`src/rtl/snn_pkg.sv`:
```
// Shared types and constants for the SNN weight store slice.
// Store geometry, FSM states, requester ids and weight nibble limits.
package snn_pkg;

    localparam int DEPTH = 16;
    localparam int AW    = 4;
    localparam int DW    = 8;

    typedef enum logic {
        ST_INIT,
        ST_RUN
    } state_e;

    typedef enum logic [1:0] {
        RQ_NONE,
        RQ_HOST,
        RQ_ENG
    } rq_e;

    // Range of one signed 4-bit weight packed in a store nibble.
    localparam logic signed [3:0] W_MAX = 4'sd7;
    localparam logic signed [3:0] W_MIN = -4'sd8;

endpackage

```
`src/rtl/weight_regfile.sv`:
```
// Single-port DEPTH x DW weight array with registered read data.
// Ports: clk, rst_n, en/we/addr/wdata access, rdata (registered).
module weight_regfile #(
    parameter int DEPTH = snn_pkg::DEPTH,
    parameter int AW    = snn_pkg::AW,
    parameter int DW    = snn_pkg::DW
) (
    input  logic          clk,
    input  logic          rst_n,
    input  logic          en,
    input  logic          we,
    input  logic [AW-1:0] addr,
    input  logic [DW-1:0] wdata,
    output logic [DW-1:0] rdata
);

    logic [DW-1:0] mem [DEPTH];
    logic          in_range;

    // Out-of-range words read as zero and swallow writes.
    assign in_range = ({1'b0, addr} < (AW+1)'(DEPTH));

    always_ff @(posedge clk) begin
        if (en && we && in_range) begin
            mem[addr] <= wdata;
        end
    end

    always_ff @(posedge clk or negedge rst_n) begin
        if (!rst_n) begin
            rdata <= '0;
        end else if (en && !we) begin
            rdata <= in_range ? mem[addr] : '0;
        end
    end

endmodule

```
`src/rtl/weight_store_arbiter.sv`:
```
// Weight store shared by the host loader and the SNN layer engine.
// Ports: host_* and eng_* access channels, lock_active, ready.
module weight_store_arbiter #(
    parameter int DEPTH      = snn_pkg::DEPTH,
    parameter int AW         = snn_pkg::AW,
    parameter int DW         = snn_pkg::DW,
    parameter int STARVE_MAX = 3,
    parameter int LOCK_MAX   = 15
) (
    input  logic          clk,
    input  logic          rst_n,
    input  logic          host_req,
    input  logic          host_we,
    input  logic [AW-1:0] host_addr,
    input  logic [DW-1:0] host_wdata,
    output logic          host_gnt,
    output logic          host_rvalid,
    output logic [DW-1:0] host_rdata,
    input  logic          eng_req,
    input  logic          eng_we,
    input  logic [AW-1:0] eng_addr,
    input  logic [DW-1:0] eng_wdata,
    input  logic          eng_lock,
    output logic          eng_gnt,
    output logic          eng_rvalid,
    output logic [DW-1:0] eng_rdata,
    output logic          lock_active,
    output logic          ready
);
    import snn_pkg::*;

    localparam int SW = $clog2(STARVE_MAX + 1);
    localparam int LW = $clog2(LOCK_MAX + 1);

    state_e        state_q, state_d;
    logic [AW-1:0] ptr_q;
    logic [SW-1:0] starve_q;
    logic [LW-1:0] lock_cnt;
    logic          rearm_block;
    rq_e           gnt_id;

    logic          rf_en;
    logic          rf_we;
    logic [AW-1:0] rf_addr;
    logic [DW-1:0] rf_wdata;
    logic [DW-1:0] rf_rdata;
    logic [DW-1:0] host_hold;
    logic [DW-1:0] eng_hold;

    always_comb begin
        state_d = state_q;
        unique case (state_q)
            ST_INIT: if (ptr_q == AW'(DEPTH - 1)) state_d = ST_RUN;
            ST_RUN:  state_d = ST_RUN;
            default: state_d = ST_INIT;
        endcase
    end

    always_ff @(posedge clk or negedge rst_n) begin
        if (!rst_n) begin
            state_q <= ST_INIT;
            ptr_q   <= '0;
            ready   <= 1'b0;
        end else begin
            state_q <= state_d;
            ready   <= (state_d == ST_RUN);
            if (state_q == ST_INIT) ptr_q <= ptr_q + 1'b1;
        end
    end

    // A held lock parks the port for the engine even when it is idle.
    always_comb begin
        gnt_id = RQ_NONE;
        if (state_q == ST_RUN) begin
            if (lock_active) begin
                if (eng_req) gnt_id = RQ_ENG;
            end else if (eng_req && starve_q == SW'(STARVE_MAX)) begin
                gnt_id = RQ_ENG;
            end else if (host_req) begin
                gnt_id = RQ_HOST;
            end else if (eng_req) begin
                gnt_id = RQ_ENG;
            end
        end
    end

    assign host_gnt = (gnt_id == RQ_HOST);
    assign eng_gnt  = (gnt_id == RQ_ENG);

    always_comb begin
        rf_en    = 1'b0;
        rf_we    = 1'b0;
        rf_addr  = '0;
        rf_wdata = '0;
        if (state_q == ST_INIT) begin
            rf_en   = 1'b1;
            rf_we   = 1'b1;
            rf_addr = ptr_q;
        end else if (host_gnt) begin
            rf_en    = 1'b1;
            rf_we    = host_we;
            rf_addr  = host_addr;
            rf_wdata = host_wdata;
        end else if (eng_gnt) begin
            rf_en    = 1'b1;
            rf_we    = eng_we;
            rf_addr  = eng_addr;
            rf_wdata = eng_wdata;
        end
    end

    always_ff @(posedge clk or negedge rst_n) begin
        if (!rst_n) begin
            starve_q <= '0;
        end else if (eng_gnt || !eng_req) begin
            starve_q <= '0;
        end else if (host_gnt && starve_q != SW'(STARVE_MAX)) begin
            starve_q <= starve_q + 1'b1;
        end
    end

    // lock_cnt holds the number of cycles the lock has been held so far.
    // After a forced release eng_lock must drop once before re-arming.
    always_ff @(posedge clk or negedge rst_n) begin
        if (!rst_n) begin
            lock_active <= 1'b0;
            lock_cnt    <= '0;
            rearm_block <= 1'b0;
        end else begin
            if (!eng_lock) rearm_block <= 1'b0;
            if (lock_active) begin
                if (!eng_lock) begin
                    lock_active <= 1'b0;
                    lock_cnt    <= '0;
                end else if (lock_cnt == LW'(LOCK_MAX)) begin
                    lock_active <= 1'b0;
                    lock_cnt    <= '0;
                    rearm_block <= 1'b1;
                end else begin
                    lock_cnt <= lock_cnt + 1'b1;
                end
            end else if (eng_gnt && eng_lock && !rearm_block) begin
                lock_active <= 1'b1;
                lock_cnt    <= LW'(1);
            end
        end
    end

    always_ff @(posedge clk or negedge rst_n) begin
        if (!rst_n) begin
            host_rvalid <= 1'b0;
            eng_rvalid  <= 1'b0;
            host_hold   <= '0;
            eng_hold    <= '0;
        end else begin
            host_rvalid <= host_gnt && !host_we;
            eng_rvalid  <= eng_gnt && !eng_we;
            host_hold   <= host_rdata;
            eng_hold    <= eng_rdata;
        end
    end

    // The array has one read register; each side keeps its last word.
    assign host_rdata = host_rvalid ? rf_rdata : host_hold;
    assign eng_rdata  = eng_rvalid ? rf_rdata : eng_hold;

    weight_regfile #(
        .DEPTH(DEPTH),
        .AW   (AW),
        .DW   (DW)
    ) u_regfile (
        .clk  (clk),
        .rst_n(rst_n),
        .en   (rf_en),
        .we   (rf_we),
        .addr (rf_addr),
        .wdata(rf_wdata),
        .rdata(rf_rdata)
    );

endmodule

```
`config.mk`:
```
export PLATFORM = sky130hd
export DESIGN_NAME = weight_store_arbiter
export DESIGN_NICKNAME = d
export VERILOG_FILES = /design/src/rtl/snn_pkg.sv /design/src/rtl/weight_regfile.sv /design/src/rtl/weight_store_arbiter.sv
export SDC_FILE = /design/constraint.sdc
export NUM_CORES = 1
export LEC_CHECK = 0
export ABC_AREA = 1
export CAP_MARGIN = 25
export CORE_MARGIN = 5
export CORE_UTILIZATION = 40
export DETAILED_ROUTE_END_ITERATION = 7
export GPL_TIMING_DRIVEN = 0
export SLEW_MARGIN = 5
export SYNTH_ARGS = -nofsm -noshare
export SYNTH_HDL_FRONTEND = slang
export SYNTH_SLANG_ARGS = --single-unit
```
`constraint.sdc`:
```
create_clock -name clk -period 3.2 [get_ports clk]
set_clock_uncertainty 0.1 [all_clocks]
set_input_delay 0.96 -clock clk [delete_from_list [all_inputs] [get_ports clk]]
set_output_delay 0.96 -clock clk [all_outputs]
set_load 0.005 [all_outputs]
```
==> metrics.csv, run 1 <==
stage,metric,value,unit
outcome,status,finished clean,
logic_synthesis,synth_edf_count,128,
critical_path,critPathLaunch,eng_req,
timing,fmax,326,MHz
floorplanning,fp.dieH,146,µm
floorplanning,die_x,146,µm
routing,avgRoutedWirePerCell,18.3,µm
worst_hold_path,hold_path_class,reg2reg,
logic_synthesis,synth-seq-cells,167,
routing,drt_wl_total,19400,µm
clocking,clk_latency,0.43,ns
timing,fin_ws,0.136,ns
grt,grt_max_degree,40,
clocking,postCtsHoldBufs,0,
routing,drtAntennaViolNets,0,
routing,wl_met2,9190,µm
routing,viasPerCell,5.16,
power,p_leak,3.83,nW
floorplanning,core_area,18100,µm²
finish,area_growth,26.4,%
clocking,cts_root_buffer,clkbuf_16,
grt,first_global_vias,5459,
routing,dr.pass1.iters,6,
timing,timing.setup.tns,0,ns
grt,grt_overflow,0,
floorplanning,ioPinCount,53,
timing,setup_viol,0,
power,ir_drop,0.374,mV
finish,n_fill_cell,1581,
worst_hold_path,whs_path_depth,1,
finish,layout_commonest_cell,nand2_1,
critical_path,cp_max_fo,4,
finish,finalNetCount,853,
timing,rsz0062_at_grt,false,
clocking,cts_sinks,167,
routing,met1_length,8280,µm
logic_synthesis,ys_seq_area_share,64.8,%
timing,worstMarginPinSlew,0.858,ns
clocking,cts_tree,done,
clocking,clk_pin_slew,0.06,ns
critical_path,worstSetupPathDepth,6,
grt,grt_first_pass_wirelength,30200,µm
logic_synthesis,syn-cell-area,7430,µm²
critical_path,reg2reg_depth,13,
timing,hold_viol,0,
critical_path,critPathMaxStageDelay,0.26,ns
routing,drt_iter0_markers,536,
timing,fin_crit_sh,95.8,%
clocking,cts_buffers,17,
routing,post-route-drc-count,0,
grt,antenna_found_initial,0,
critical_path,cp-end-kind,output pin,
clocking,h-tree-depth,4,
power,report.power.total,5.85,mW
logic_synthesis,synth_area_per_cell,10.3,µm²
power,pwr_density_cell,623,nW/µm²
routing,wl_met3,1270,µm
critical_path,critical_path_buf_inv_count,3,
logic_synthesis,async_flop_share,23.4,%
critical_path,crit_required,2.14,ns
logic_synthesis,ys.flop_type,edfxtp_1,
finish,final_cell_mix,"nand2_1 (296), edfxtp_1 (128), nand3_1 (85)",
logic_synthesis,netlist-cell-type-count,35,
floorplanning,rows,49,
timing,relSlewSlack,42.8,%
floorplanning,dieArea,21400,µm²
logic_synthesis,synthCells,725,
floorplanning,start_util,41.0,%
worst_hold_path,min_from,eng_hold[7],
critical_path,critPathSlowestCell,dlygate4sd2_1,
critical_path,cp-start-kind,input port,
timing,final_max_slew_viol_count,0,
clocking,cts.path.max_buffers,2,
timing,period_needed,3.06,ns
routing,via_count,5461,
finish,drive_above_1_share,18.2,%
routing,top_layer_used,met4,
logic_synthesis,yosysWarnings,0,
place,gp_congestion,0.913,
place,place_hpwl,14000,µm
place,portBuffers,52,
grt,grtUsageTotal,18.4,%
logic_synthesis,syn_nets,761,
finish,antennaDiodeCount,0,
timing,hold_slack,0.399,ns
critical_path,critPathKind,in2out,
place,post-place-ws,-1.25,ns
critical_path,r2r-start,starve_q[0],
flow_run,cap_violations,0,
critical_path,path_delay_family,buffers and inverters,
critical_path,critPathArrivalTime,2.00,ns
critical_path,cp_cell_sequence,clkdlybuf4s15_1 -> nand2_1 -> nand4_1 -> buf_4 -> ha_4 -> dlygate4sd2_1,
## cell type report
| cell class | count | area (µm²) | share of cell area, % |
|---|---|---|---|
| inverter | 23 | 105 | 1.12 |
| tap | 229 | 287 | 3.05 |
| buffer | 32 | 188 | 2.00 |
| clock buffer | 17 | 425 | 4.53 |
| sequential | 167 | 4820 | 51.3 |
| multi-input combinational | 501 | 2590 | 27.5 |
| clock inverter | 15 | 189 | 2.01 |
| timing repair buffer | 75 | 793 | 8.45 |
## power by group
group	internal, mW	total [mW]	leakage (nW)	switching, mW
logic	0.513	1.11	1.88	0.601
registers	2.53	2.61	1.64	0.0787
clock network	1.25	2.13	0.303	0.879
## worst reg2reg max path, cell delays in order, from the launching register on
cell and delay [ns]:
dfrtp_1 0.38, ha_1 0.24, nand2_1 0.09, nand4_1 0.13, buf_4 0.17, ha_4 0.17, inv_2 0.08, nor2_4 0.05
nand2_1 0.05, nand2_1 0.06, o21ai_2 0.21, buf_2 0.36, nand3_4 0.18, nor2_4 0.31
## registers in the layout, summed over array words and instances (netlist names)
signal           cells
eng_hold             8
eng_rvalid           1
host_hold            8
host_rvalid          1
lock_active          1
lock_cnt             4
ptr_q                4
rearm_block          1
starve_q             2
state_q              1
u_regfile.mem      128
u_regfile.rdata      8
## cell usage after synthesis (2+ instances only)
library cell / number / area [µm²]
nand2_1: 296 / 1110
clkbuf_1: 7 / 26.3
nand3b_1: 2 / 15.0
buf_2: 17 / 85.1
nand3_1: 90 / 450
o21ai_0: 7 / 35.0
dfrtp_1: 39 / 976
xor2_1: 2 / 17.5
buf_6: 2 / 22.5
mux2_2: 16 / 180
inv_2: 5 / 18.8
ha_1: 5 / 62.6
inv_1: 17 / 63.8
a21oi_1: 13 / 65.1
nor2_1: 49 / 184
buf_4: 7 / 52.6
nor2_4: 3 / 33.8
nand2_2: 2 / 12.5
nand4_1: 2 / 12.5
edfxtp_1: 128 / 3840
nor2_8: 2 / 40.0
## worst paths after layout
| kind | end | slack [ns] |
|---|---|---|
| max | eng_gnt | 0.14 |
| min | eng_hold[7] | 0.40 |
| min in group asynchronous | rearm_block | 0.53 |
| min reg2reg | eng_hold[7] | 0.40 |
| max reg2reg | u_regfile.mem[12][4] | 0.30 |
| max in group asynchronous | eng_rvalid | 1.91 |
## layer usage
layer	track usage, %	vias up
met5	0	-
met4	7.29	0
met3	3.81	49
met2	30.2	209
met1	24.0	2592
li1	-	2611
## per-stage QoR
step           cell area [µm²]  cells  util (%)
4_1_cts                   9370   1058      51.6
2_1_floorplan             7430    725         -
3_3_place_gp              8240   1006      45.4
6_report                  9390   1059      51.8
3_5_place_dp              8350   1014      46.0
5_1_grt                   9390   1059      51.8
## cell families (layout without fill, tap and decap cells)
| group | count (synthesis) | after routing | synth area share [%] |
|---|---|---|---|
| buffers and inverters | 57 | 162 | 3.75 |
| adder cells (fa/ha/maj) | 5 | 5 | 0.842 |
| AO/OA/AOI/OAI | 28 | 28 | 2.42 |
| multiplexers | 16 | 16 | 2.42 |
| AND/OR/NAND/NOR | 450 | 450 | 25.5 |
| flip-flops | 167 | 167 | 64.8 |
| XOR/XNOR | 2 | 2 | 0.236 |
## timing repair
item                                   CTS  global route
pin swaps                               21             7
gates resized for setup                 61             5
setup endpoints to repair              136            99
setup buffers                           13             2
endpoints found under the hold margin    0             0
(Power assumes the default switching activity.)
==> run 2, diff against run 1 <==
==> constraint.sdc (replaced) <==
create_clock -name clk -period 3.2 [get_ports clk]
set_clock_uncertainty 0.1 [all_clocks]
set_input_delay 0.8 -clock clk [delete_from_list [all_inputs] [get_ports clk]]
set_output_delay 0.8 -clock clk [all_outputs]
set_load 0.005 [all_outputs]
==> run 2 against run 1 <==
Compared with the run above:
- largest cell class unchanged
- sequential share of layout area decreased by 0.22 points
- register-to-register slack about the same
- critical path depth unchanged
- first-iteration DRC count increased by 2.8%
- non-clock buffer count increased by 3
- wire length increased by 0.22%
==> metrics.csv, run 2 (same netlist as run 1, synthesis figures left out) <==
stage,metric,value,unit,change
outcome,status,finished clean,,
routing,viasPerCell,5.13,,-0.45%
clocking,h-tree-depth,4,,unchanged
grt,first_global_vias,5400,,-1.1%
timing,fmax,317,MHz,-2.9%
routing,drt_wl_total,19400,µm,+0.22%
finish,regMostFlops,u_regfile.mem,,
clocking,cts_sinks,167,,unchanged
routing,post-route-drc-count,0,,unchanged
floorplanning,start_util,41.0,%,unchanged
floorplanning,ioPinCount,53,,unchanged
clocking,cts_tree,done,,
timing,period_needed,3.16,ns,+0.0928 ns
critical_path,cp-end-kind,output pin,,
routing,drtAntennaViolNets,0,,unchanged
timing,timing.setup.tns,0,ns,unchanged
critical_path,path_common_cell,clkdlybuf4s50_1,,
clocking,postCtsHoldBufs,0,,unchanged
place,portBuffers,52,,unchanged
grt,grt_max_degree,40,,unchanged
grt,grtUsageTotal,18.3,%,-0.080 points
floorplanning,fp.dieH,146,µm,unchanged
finish,antennaDiodeCount,0,,unchanged
place,dp.cells,1014,,unchanged
timing,rsz0062_at_grt,true,,
finish,area_growth,26.9,%,
flow_run,cap_violations,0,,unchanged
timing,setup_viol,0,,unchanged
routing,avgRoutedWirePerCell,18.3,µm,about the same
power,clock_power_share,36.4,%,about the same
finish,finalNetCount,856,,+0.35%
critical_path,critPathArrivalTime,2.26,ns,+0.26 ns
timing,relSlewSlack,43.2,%,+0.34 points
critical_path,critPathKind,in2out,,
power,power_frac_seq,44.6,%,about the same
finish,layout_commonest_cell,nand2_1,,
place,post-place-ws,-1.09,ns,+0.160 ns
floorplanning,dieArea,21400,µm²,unchanged
power,cell_internal_pwr,4.29,mW,about the same
critical_path,cp-start-kind,input port,,
timing,fin_crit_sh,98.7,%,+2.9 points
power,pwr_density_cell,620,nW/µm²,-0.52%
timing,hold_viol,0,,unchanged
critical_path,cp_cell_sequence,clkdlybuf4s50_1 -> nand3b_1 -> nand3_1 -> inv_1 -> ha_2 -> clkdlybuf4s50_1,,
power,swShare,26.6,%,about the same
finish,fin_cells,1062,,+0.28%
floorplanning,rows,49,,unchanged
timing,worstMarginPinSlew,0.853,ns,-0.00515 ns
place,place_area,8350,µm²,unchanged
floorplanning,die_x,146,µm,unchanged
clocking,cts.path.max_buffers,2,,unchanged
finish,postLayoutCellArea,9430,µm²,+0.44%
clocking,cts_buffers,17,,unchanged
timing,final_max_slew_viol_count,0,,unchanged
critical_path,path_delay_family,buffers and inverters,,
finish,final_cell_mix,"nand2_1 (296), edfxtp_1 (128), nand3_1 (86)",,
critical_path,cp_max_fo,5,,+1
floorplanning,core_area,18100,µm²,unchanged
finish,postLayoutCoreUtil,52.0,%,+0.23 points
power,power.switching,1.56,mW,about the same
routing,drt_iter0_markers,551,,+2.8%
power,ir_drop,0.369,mV,-1.3%
finish,drive_above_1_share,17.9,%,-0.31 points
clocking,clk_latency,0.43,ns,about the same
grt,grt_overflow,0,,unchanged
place,place_hpwl,14000,µm,unchanged
worst_hold_path,hold_path_class,in2async,,
critical_path,critPathSlowestCell,clkdlybuf4s50_1,,
power,report.power.total,5.85,mW,about the same
timing,fin_ws,0.0429,ns,-0.0928 ns
routing,via_count,5452,,-0.16%
critical_path,crit_required,2.30,ns,+0.16 ns
place,gp_congestion,0.913,,unchanged
power,combPwrFrac,19.0,%,about the same
finish,largest_reg_flops,128,,unchanged
critical_path,critPathMaxStageDelay,0.52,ns,+0.26 ns
clocking,clk_pin_slew,0.07,ns,about the same
grt,grt_first_pass_wirelength,30000,µm,-0.64%
clocking,cts_root_buffer,clkbuf_16,,
power,p_leak,3.85,nW,+0.67%
grt,antenna_found_initial,0,,unchanged
timing,hold_slack,0.376,ns,-0.0225 ns
routing,dr.pass1.iters,7,,+1
critical_path,critical_path_buf_inv_count,3,,unchanged
## run 2: worst paths after layout
kind	from	endpoint	slack (ns)	depth (start not counted)
min in group clk	eng_hold[7]	eng_hold[7]	0.40	1
hold reg to reg	eng_hold[7]	eng_hold[7]	0.40	1
setup reg to reg	starve_q[0]	u_regfile.mem[12][4]	0.30	13
hold / removal	rst_n	rearm_block	0.38	1
max in group asynchronous	rst_n	eng_rvalid	2.08	1
setup / recovery	host_req	eng_gnt	0.04	6
## run 2: worst reg2reg max path, delay by kind of cell, from the launching register on
family | cells | cell delay, ns
AOI/OAI and AO/OA | 2 | 0.36
buffers and inverters | 5 | 0.77
adders and majority gates | 2 | 0.43
DFF | 1 | 0.38
and+or+nand+nor | 4 | 0.56
## run 2: power by group through the flow
| stage | Clock, mW | Combinational (mW) | Sequential [mW] |
|---|---|---|---|
| after CTS | 2.15 | 1.09 | 2.61 |
| after global routing | 2.25 | 1.21 | 2.63 |
| final | 2.13 | 1.11 | 2.61 |
| after global placement | 0 | 1.01 | 2.64 |
| after floorplan | 0 | 0.553 | 2.63 |
| after detailed placement | 0 | 1.06 | 2.66 |
## run 2: repair_timing
item | CTS | global route
setup buffers | 12 | 4
gates cloned | 0 | 0
pin swaps | 14 | 8
resized for setup | 43 | 13
endpoints found under the setup margin | 129 | 134
## run 2: cell type report
cell class | count | area, µm²
Inverter | 23 | 100
Tap cell | 229 | 287
Clock buffer | 17 | 425
Buffer | 34 | 198
Fill cell | 1558 | 8710
Multi-Input combinational cell | 501 | 2560
Clock inverter | 15 | 189
Timing Repair Buffer | 76 | 857
Sequential cell | 167 | 4820
## run 2: per-layer routing
| layer | vias up | track usage (%) | wire (µm) |
|---|---|---|---|
| li1 | 2615 | - | - |
| met1 | 2590 | 23.9 | 8350 |
| met2 | 205 | 30.0 | 9180 |
| met3 | 42 | 3.97 | 1280 |
| met4 | 0 | 7.24 | 622 |
| met5 | - | 0 | 0 |
